$ cat src/rtl/verici_pkg.sv
// Shared constants and FSM state encoding for the differential symbol decoder.
package verici_pkg;
    localparam int SYM_W = 3;
    localparam logic [SYM_W-1:0] REF_INIT = 3'b001;

    typedef enum logic [1:0] {
        IDLE,
        LOAD_SER,
        PROCESS
    } state_t;
endpackage

$ cat src/rtl/verici_fark_hucre.sv
// Combinational 3-bit modular subtractor: diff = (cur - prev) mod 8.
module verici_fark_hucre
    import verici_pkg::*;
(
    input  logic [SYM_W-1:0] cur,
    input  logic [SYM_W-1:0] prev,
    output logic [SYM_W-1:0] diff
);
    assign diff = cur - prev;
endmodule

$ cat src/rtl/verici_decoder.sv
// Differential decoder: word or serial symbols in, one symbol decoded per cycle, word or serial out.
// Latency G cycles (parallel in) or 2G-1 (serial in) to the bitti pulse; no backpressure.
module verici_decoder
    import verici_pkg::*;
#(
    parameter int N = 12
) (
    input  logic         clk,
    input  logic         rst,
    input  logic         basla,
    input  logic         mod1,
    input  logic         mod2,
    input  logic [N-1:0] gelen_veri,
    output logic [N-1:0] cikan_veri,
    output logic         bitti
);
    localparam int G  = N / SYM_W;
    localparam int CW = $clog2(G + 1);

    state_t           state_q, state_d;
    logic [N-1:0]     sym_q;
    logic [CW-1:0]    cnt_q;
    logic [SYM_W-1:0] ref_q;
    logic             mod2_q;
    logic [SYM_W-1:0] cur_sym;
    logic [SYM_W-1:0] diff;
    logic             last_cnt;

    // Symbols are kept MSB-group first and shifted up as they are consumed.
    assign cur_sym  = sym_q[N-1 -: SYM_W];
    assign last_cnt = (cnt_q == CW'(G - 1));

    verici_fark_hucre u_fark (
        .cur  (cur_sym),
        .prev (ref_q),
        .diff (diff)
    );

    always_ff @(posedge clk) begin
        if (rst) state_q <= IDLE;
        else     state_q <= state_d;
    end

    always_comb begin
        state_d = state_q;
        case (state_q)
            IDLE: begin
                if (basla) begin
                    if (mod1 && G > 1) state_d = LOAD_SER;
                    else               state_d = PROCESS;
                end
            end
            LOAD_SER: begin
                if (basla && last_cnt) state_d = PROCESS;
            end
            PROCESS: begin
                if (last_cnt) state_d = IDLE;
            end
            default: state_d = IDLE;
        endcase
    end

    always_ff @(posedge clk) begin
        if (rst) begin
            sym_q      <= '0;
            cnt_q      <= '0;
            ref_q      <= REF_INIT;
            mod2_q     <= 1'b0;
            cikan_veri <= '0;
            bitti      <= 1'b0;
        end else begin
            bitti <= 1'b0;
            case (state_q)
                IDLE: begin
                    if (basla) begin
                        mod2_q <= mod2;
                        ref_q  <= REF_INIT;
                        if (mod1) begin
                            sym_q <= N'(gelen_veri[SYM_W-1:0]);
                            cnt_q <= (G > 1) ? CW'(1) : CW'(0);
                        end else begin
                            sym_q <= gelen_veri;
                            cnt_q <= '0;
                        end
                    end
                end
                LOAD_SER: begin
                    if (basla) begin
                        sym_q <= (sym_q << SYM_W) | N'(gelen_veri[SYM_W-1:0]);
                        cnt_q <= last_cnt ? '0 : cnt_q + 1'b1;
                    end
                end
                PROCESS: begin
                    sym_q <= sym_q << SYM_W;
                    ref_q <= cur_sym;
                    if (mod2_q) begin
                        cikan_veri <= N'(diff);
                    end else begin
                        for (int g = 0; g < G; g++) begin
                            if (cnt_q == CW'(g)) cikan_veri[N-1-SYM_W*g -: SYM_W] <= diff;
                        end
                    end
                    if (last_cnt) begin
                        bitti <= 1'b1;
                        cnt_q <= '0;
                    end else begin
                        cnt_q <= cnt_q + 1'b1;
                    end
                end
                default: ;
            endcase
        end
    end
endmodule

$ cat config.mk
export PLATFORM = sky130hd
export DESIGN_NAME = verici_decoder
export DESIGN_NICKNAME = d
export VERILOG_FILES = /design/src/rtl/verici_pkg.sv /design/src/rtl/verici_fark_hucre.sv /design/src/rtl/verici_decoder.sv
export SDC_FILE = /design/constraint.sdc
export NUM_CORES = 1
export LEC_CHECK = 0
export CORE_ASPECT_RATIO = 0.6
export CORE_MARGIN = 1
export CORE_UTILIZATION = 40
export CTS_CLUSTER_SIZE = 8
export DETAILED_ROUTE_END_ITERATION = 6
export SYNTH_ARGS = -nofsm -noshare
export SYNTH_HDL_FRONTEND = slang
export SYNTH_SLANG_ARGS = --single-unit
$ cat constraint.sdc
create_clock -name clk -period 3.6 [get_ports clk]
set_input_delay 0.72 -clock clk [delete_from_list [all_inputs] [get_ports clk]]
set_output_delay 0.72 -clock clk [all_outputs]
set_load 0.05 [all_outputs]
==> After elaboration in Yosys (flattened, before gate mapping) <==
Index checks and enable logic that the tools add are counted.
{ "totals": {"ff_bits": 34, "out_inout_bits": 13} }
{ "classes": {"add_sub_neg": 2, "eq_ne": 9, "mux": 22, "n_bitwise": 2, "reduce_logical": 18} }
{ "op_table": {"columns": ["operator", "n"], "rows": [
  ["12-bit two-way mux", 4],
  ["12-bit case mux with 3 select lines", 1],
  ["3-bit two-way mux", 8],
  ["12-bit by 3-bit OR with 12-bit output", 1],
  ["2-bit AND reduction", 6],
  ["2-bit nonzero test", 5],
  ["3-bit case mux with 3 select lines", 1],
  ["2-bit two-way mux", 4],
  ["2-bit != test (second input constant)", 4],
  ["3-bit by 2-bit equality test with 1-bit output (second input constant)", 2],
  ["2-bit case mux with 3 select lines", 1],
  ["3-bit case mux with 2 select lines", 1],
  ["3-bit AND reduction", 2],
  ["3-bit by 1-bit adder with 3-bit output (second input constant)", 1],
  ["3-bit by 1-bit equality test with 1-bit output (second input constant)", 1],
  ["3-bit logical NOT", 1],
  ["3-bit nonzero test", 1],
  ["3-bit subtractor", 1],
  ["2-bit by 1-bit equality test with 1-bit output (second input constant)", 1],
  ["2-bit equality test (second input constant)", 1],
  ["2-bit logical NOT", 1],
  ["1-bit two-way mux", 2],
  ["2-bit OR reduction", 1],
  ["1-bit logical AND", 1],
  ["1-bit inverter", 1]
]} }

==> Depth between registers and ports, before layout <==
{ "logic_depth": {"word_depth": 4, "depth_mapped": 7, "ltp_nobuf": 6} }

==> Modules after synthesis <==
From an unflattened synthesis, not the netlist that was laid out.
{ "unflattened": {"cells_unflattened": 194, "hier_area_um2": 1766.7} }
{ "by_module_without_submodules": {"columns": ["mod", "instances", "cells_per_inst", "area_per_inst_um2", "seq_area_each_um2"], "rows": [
  ["verici_decoder", 1, 187, 1695.4, 680.7],
  ["verici_fark_hucre", 1, 7, 71.3, 0.0]
]} }

==> Least setup slack after synthesis <==
OpenSTA, ideal clock, no wires.
{ "synth_path": {"kind": "register to register", "from": "register state_q[0]", "to": "register sym_q[10]", "t_arrival_ns": 1.365, "required_time_ns": 3.466, "setup_slack_ns": 2.101, "stages_incl_launch_ff": 7, "n_path_buf": 0, "synth_period_minus_slack_ns": 1.499, "path_cell_list": "dfxtp_1 -> inv_1 -> ha_1 -> inv_1 -> nor2_8 -> a221oi_1 -> a211oi_1"} }
{ "synth_between": {"elab_chain_len": 3, "word_cells_on_any_way": 8, "cone_classes": "eq/ne: 4; mux: 1; reduce/logical: 3"} }
{ "synth_lines": {"columns": ["item", "line", "text"], "rows": [
  ["from (decl)", "verici_decoder.sv:20", "state_t state_q, state_d;"],
  ["from (signal assigned)", "verici_decoder.sv:41", "else state_q <= state_d;"],
  ["2-bit by 1-bit equality test with 1-bit output (tied with other cells)", "verici_decoder.sv:73", "case (state_q)"],
  ["2-bit != test (no line) / 3-bit nonzero test (equally long branches)", null, null],
  ["3-bit AND reduction (no line)", null, null],
  ["to (signal assigned)", "verici_decoder.sv:79", "sym_q <= N'(gelen_veri[SYM_W-1:0]);"],
  ["to (signal assigned)", "verici_decoder.sv:82", "sym_q <= gelen_veri;"],
  ["to (signal assigned)", "verici_decoder.sv:89", "sym_q <= (sym_q << SYM_W) | N'(gelen_veri[SYM_W-1:0]);"],
  ["to (decl)", "verici_decoder.sv:21", "logic [N-1:0] sym_q;"]
]} }
Parallel ways exist; a longest one is shown, timed or not.
A chain may end at the register's enable or synchronous reset.

==> Worst setup path in the final report <==
{ "layout_path": {"from": "register cikan_veri[5]", "to": "output cikan_veri[5]"} }
{ "layout_rtl": {"columns": ["item", "line", "text"], "rows": [
  ["from (decl)", "verici_decoder.sv:14", "output logic [N-1:0] cikan_veri,"],
  ["from (signal assigned)", "verici_decoder.sv:97", "cikan_veri <= N'(diff);"],
  ["from (signal, indexed assignment)", "verici_decoder.sv:100", "if (cnt_q == CW'(g)) cikan_veri[N-1-SYM_W*g -: SYM_W] <= diff;"]
]} }
No word-level cell between the ends.

==> flow_summary.ini <==
[finish]
diodes = 0
drive_above_1_share = 0.1282
layout_commonest_cell = dfxtp_1
final_cells = 242
fillCellCount = 344
seqCellArea_um2 = 680.7
final_cell_mix = dfxtp_1 (34), clkdlybuf4s50_1 (29), nor2_1 (23)
design_area_um2 = 2001
syn2layout_area_growth_pct = 24.53
multi_input_area_um2 = 850.8
nNetsFinal = 222

[clock_network]
cts_tree = built
cts-root-buf = clkbuf_8
ctsResizeCount = 0
h-tree-depth = 2
clk_pin_slew_worst_paths_ns = 0.07
clock_latency_ns = 0.28
holdBufCountCts = 0
cts_num_sinks = 34
cts_buffer_depth = 2
postCtsSetupBuffers = 0
cts_buffers = 5

[sta]
rsz0062_at_grt = no
drv_slew = 0
fmax_mhz = 459.1
setup_viol = 0
slew_headroom = 0.5534
tightestPinTransition_ns = 0.6677
hold_viol = 0
final.setup_skew_ns = 0.007018
fin_crit_sh = 0.6050
fin_crit_ns = 2.178
fin_setup_tns_ns = 0

[logic_synthesis]
seq_area_frac_synth = 0.4237
ys_seq_elements = 34
syn-num-nets = 191
syn_inst = 165
synth_edf_count = 0
ys_top_cells_by_area = dfxtp_1 (42%), ha_1 (6.2%), nor2_1 (5.4%), mux2i_1 (4.4%), a221oi_1 (3.8%)
ys_async_sr_fraction = 0
syn-cell-area_um2 = 1607
yosys.area.top_type_share = 0.4237
yosysTopAreaCell = dfxtp_1
yosysUniqueCellTypes = 35
ys_warn_count = 0
syn_avg_cell_area_um2 = 9.737
synthFlopType = dfxtp_1

[setup_path]
crit_arrival_ns = 1.46
worstSetupPathType = reg -> out
crit_family = buffers and inverters
cp_slowest_cell = clkdlybuf4s50_1
critical_path_buf_inv_count = 1
cpPeakStageDelay_ns = 0.83
cp-end-kind = output port
start_kind = flop
cp_max_fo = 2
cp_cell_sequence = clkdlybuf4s50_1
worstPathRequired_ns = 2.88

[drt]
avgViaCountPerCell = 5.372
vias = 1300
ant_nets = 0
drtIter0Drc = 41
firstDrtPassIters = 6
wl_per_cell_um = 15.52
drc_errors = 3
wirelength_mm = 3.755

[placement]
dp_hpwl_mm = 2.833
gp_congestion = 0.7591
io_buffers = 29
placedCellCount = 236
dpl_cell_area_um2 = 1918

[floorplan]
dieArea_um2 = 4282
io_pins = 30
die_h_um = 51.09
core_area_um2 = 3765
die_w_um = 83.82
initial_core_util = 0.4267
rows = 17

[pwr]
p_leak_nw = 0.7924
powerDensity_nw_per_um2 = 654.7
peakVddDrop_mv = 0.2835

[outcome]
violations = DRC
status = complete, but fails checks

[global_routing]
grt_pass1_wl_mm = 6.072
grt.total_usage = 0.1894
grt_pass1_vias = 1251
antenna_found_initial = 0
grt-ovfl-total = 0
grt_start_max_net_pins = 18

[worst_hold_path]
hold_class = reg -> reg

[run]
max_cap_violations = 0
[layer usage]
metal | part of all wire | routed length [µm] | vias up | track usage
li1 | - | - | 642 | -
met1 | 0.54 | 2018 | 629 | 0.2668
met2 | 0.41 | 1525 | 24 | 0.2719
met3 | 0.047 | 178 | 5 | 0.05654
met4 | 0.0091 | 34 | 0 | 0.06897
met5 | 0 | 0 | - | 0
[final timing paths]
check                                    from            end  cells after the start  slack, ns
worst max-delay path            cikan_veri[5]  cikan_veri[5]                      1       1.42
worst min-delay path                 sym_q[0]       sym_q[0]                      2       0.47
worst max register to register     state_q[0]       sym_q[5]                      6       1.84
worst min register to register       sym_q[0]       sym_q[0]                      2       0.47
[cell families (layout without fill, tap and decap cells)]
family / count (synthesis) / count (layout) / synth area share
compound gates: 36 / 36 / 0.1776
xor+xnor: 2 / 2 / 0.01091
fa+ha+maj: 9 / 9 / 0.07477
buf+inv: 14 / 44 / 0.04673
flops: 34 / 34 / 0.4237
mux: 9 / 9 / 0.06698
simple gates: 61 / 61 / 0.1994
[stage by stage]
step | util | setup WS [ns] | hold slack, ns | power, mW
2_1_floorplan | - | 2.101 | 0.4320 | 0.9052
3_3_place_gp | 0.5095 | 1.410 | 0.4450 | 1.027
3_5_place_dp | 0.5095 | 1.352 | 0.4538 | 1.040
4_1_cts | 0.5314 | 1.411 | 0.4682 | 1.316
5_1_grt | 0.5314 | 1.398 | 0.4961 | 1.392
6_report | 0.5314 | 1.422 | 0.4707 | 1.310
[report_power, final]
group	internal, mW	leakage, nW	switching, mW
sequential	0.440	0.278	0.0425
clock	0.147	0.0431	0.127
combinational	0.207	0.471	0.346
total	0.794	0.792	0.515
[synthesized netlist by cell type, drive strengths merged, types with 8 or more instances]
master	count
nor2	26
o21ai	9
nand3	8
nand2	8
inv	8
mux2i	8
dfxtp	34
nor3	8
ha	8
a221oi	10
[state kept, by name, indices dropped and copies added, names as in the netlist]
register and flops:
cikan_veri 12, sym_q 12, cnt_q 3, ref_q 3, state_q 2, bitti 1
mod2_q 1
[area by class of cell]
type                       count  area share
inverter                       8     0.01501
clock buffer                   6     0.04128
timing repair buffer          30      0.1488
sequential                    34      0.3402
tap                           47     0.02939
multi-input combinational    117      0.4253
[worst reg2reg max path, stage by stage, from the launching register on]
cell      delay, ns
dfxtp_1        0.36
inv_1          0.12
ha_1           0.40
nor2_4         0.25
nor2_8         0.08
a221oi_1       0.33
nor3_1         0.09
Note: power is estimated with default switching activity, not from simulation.
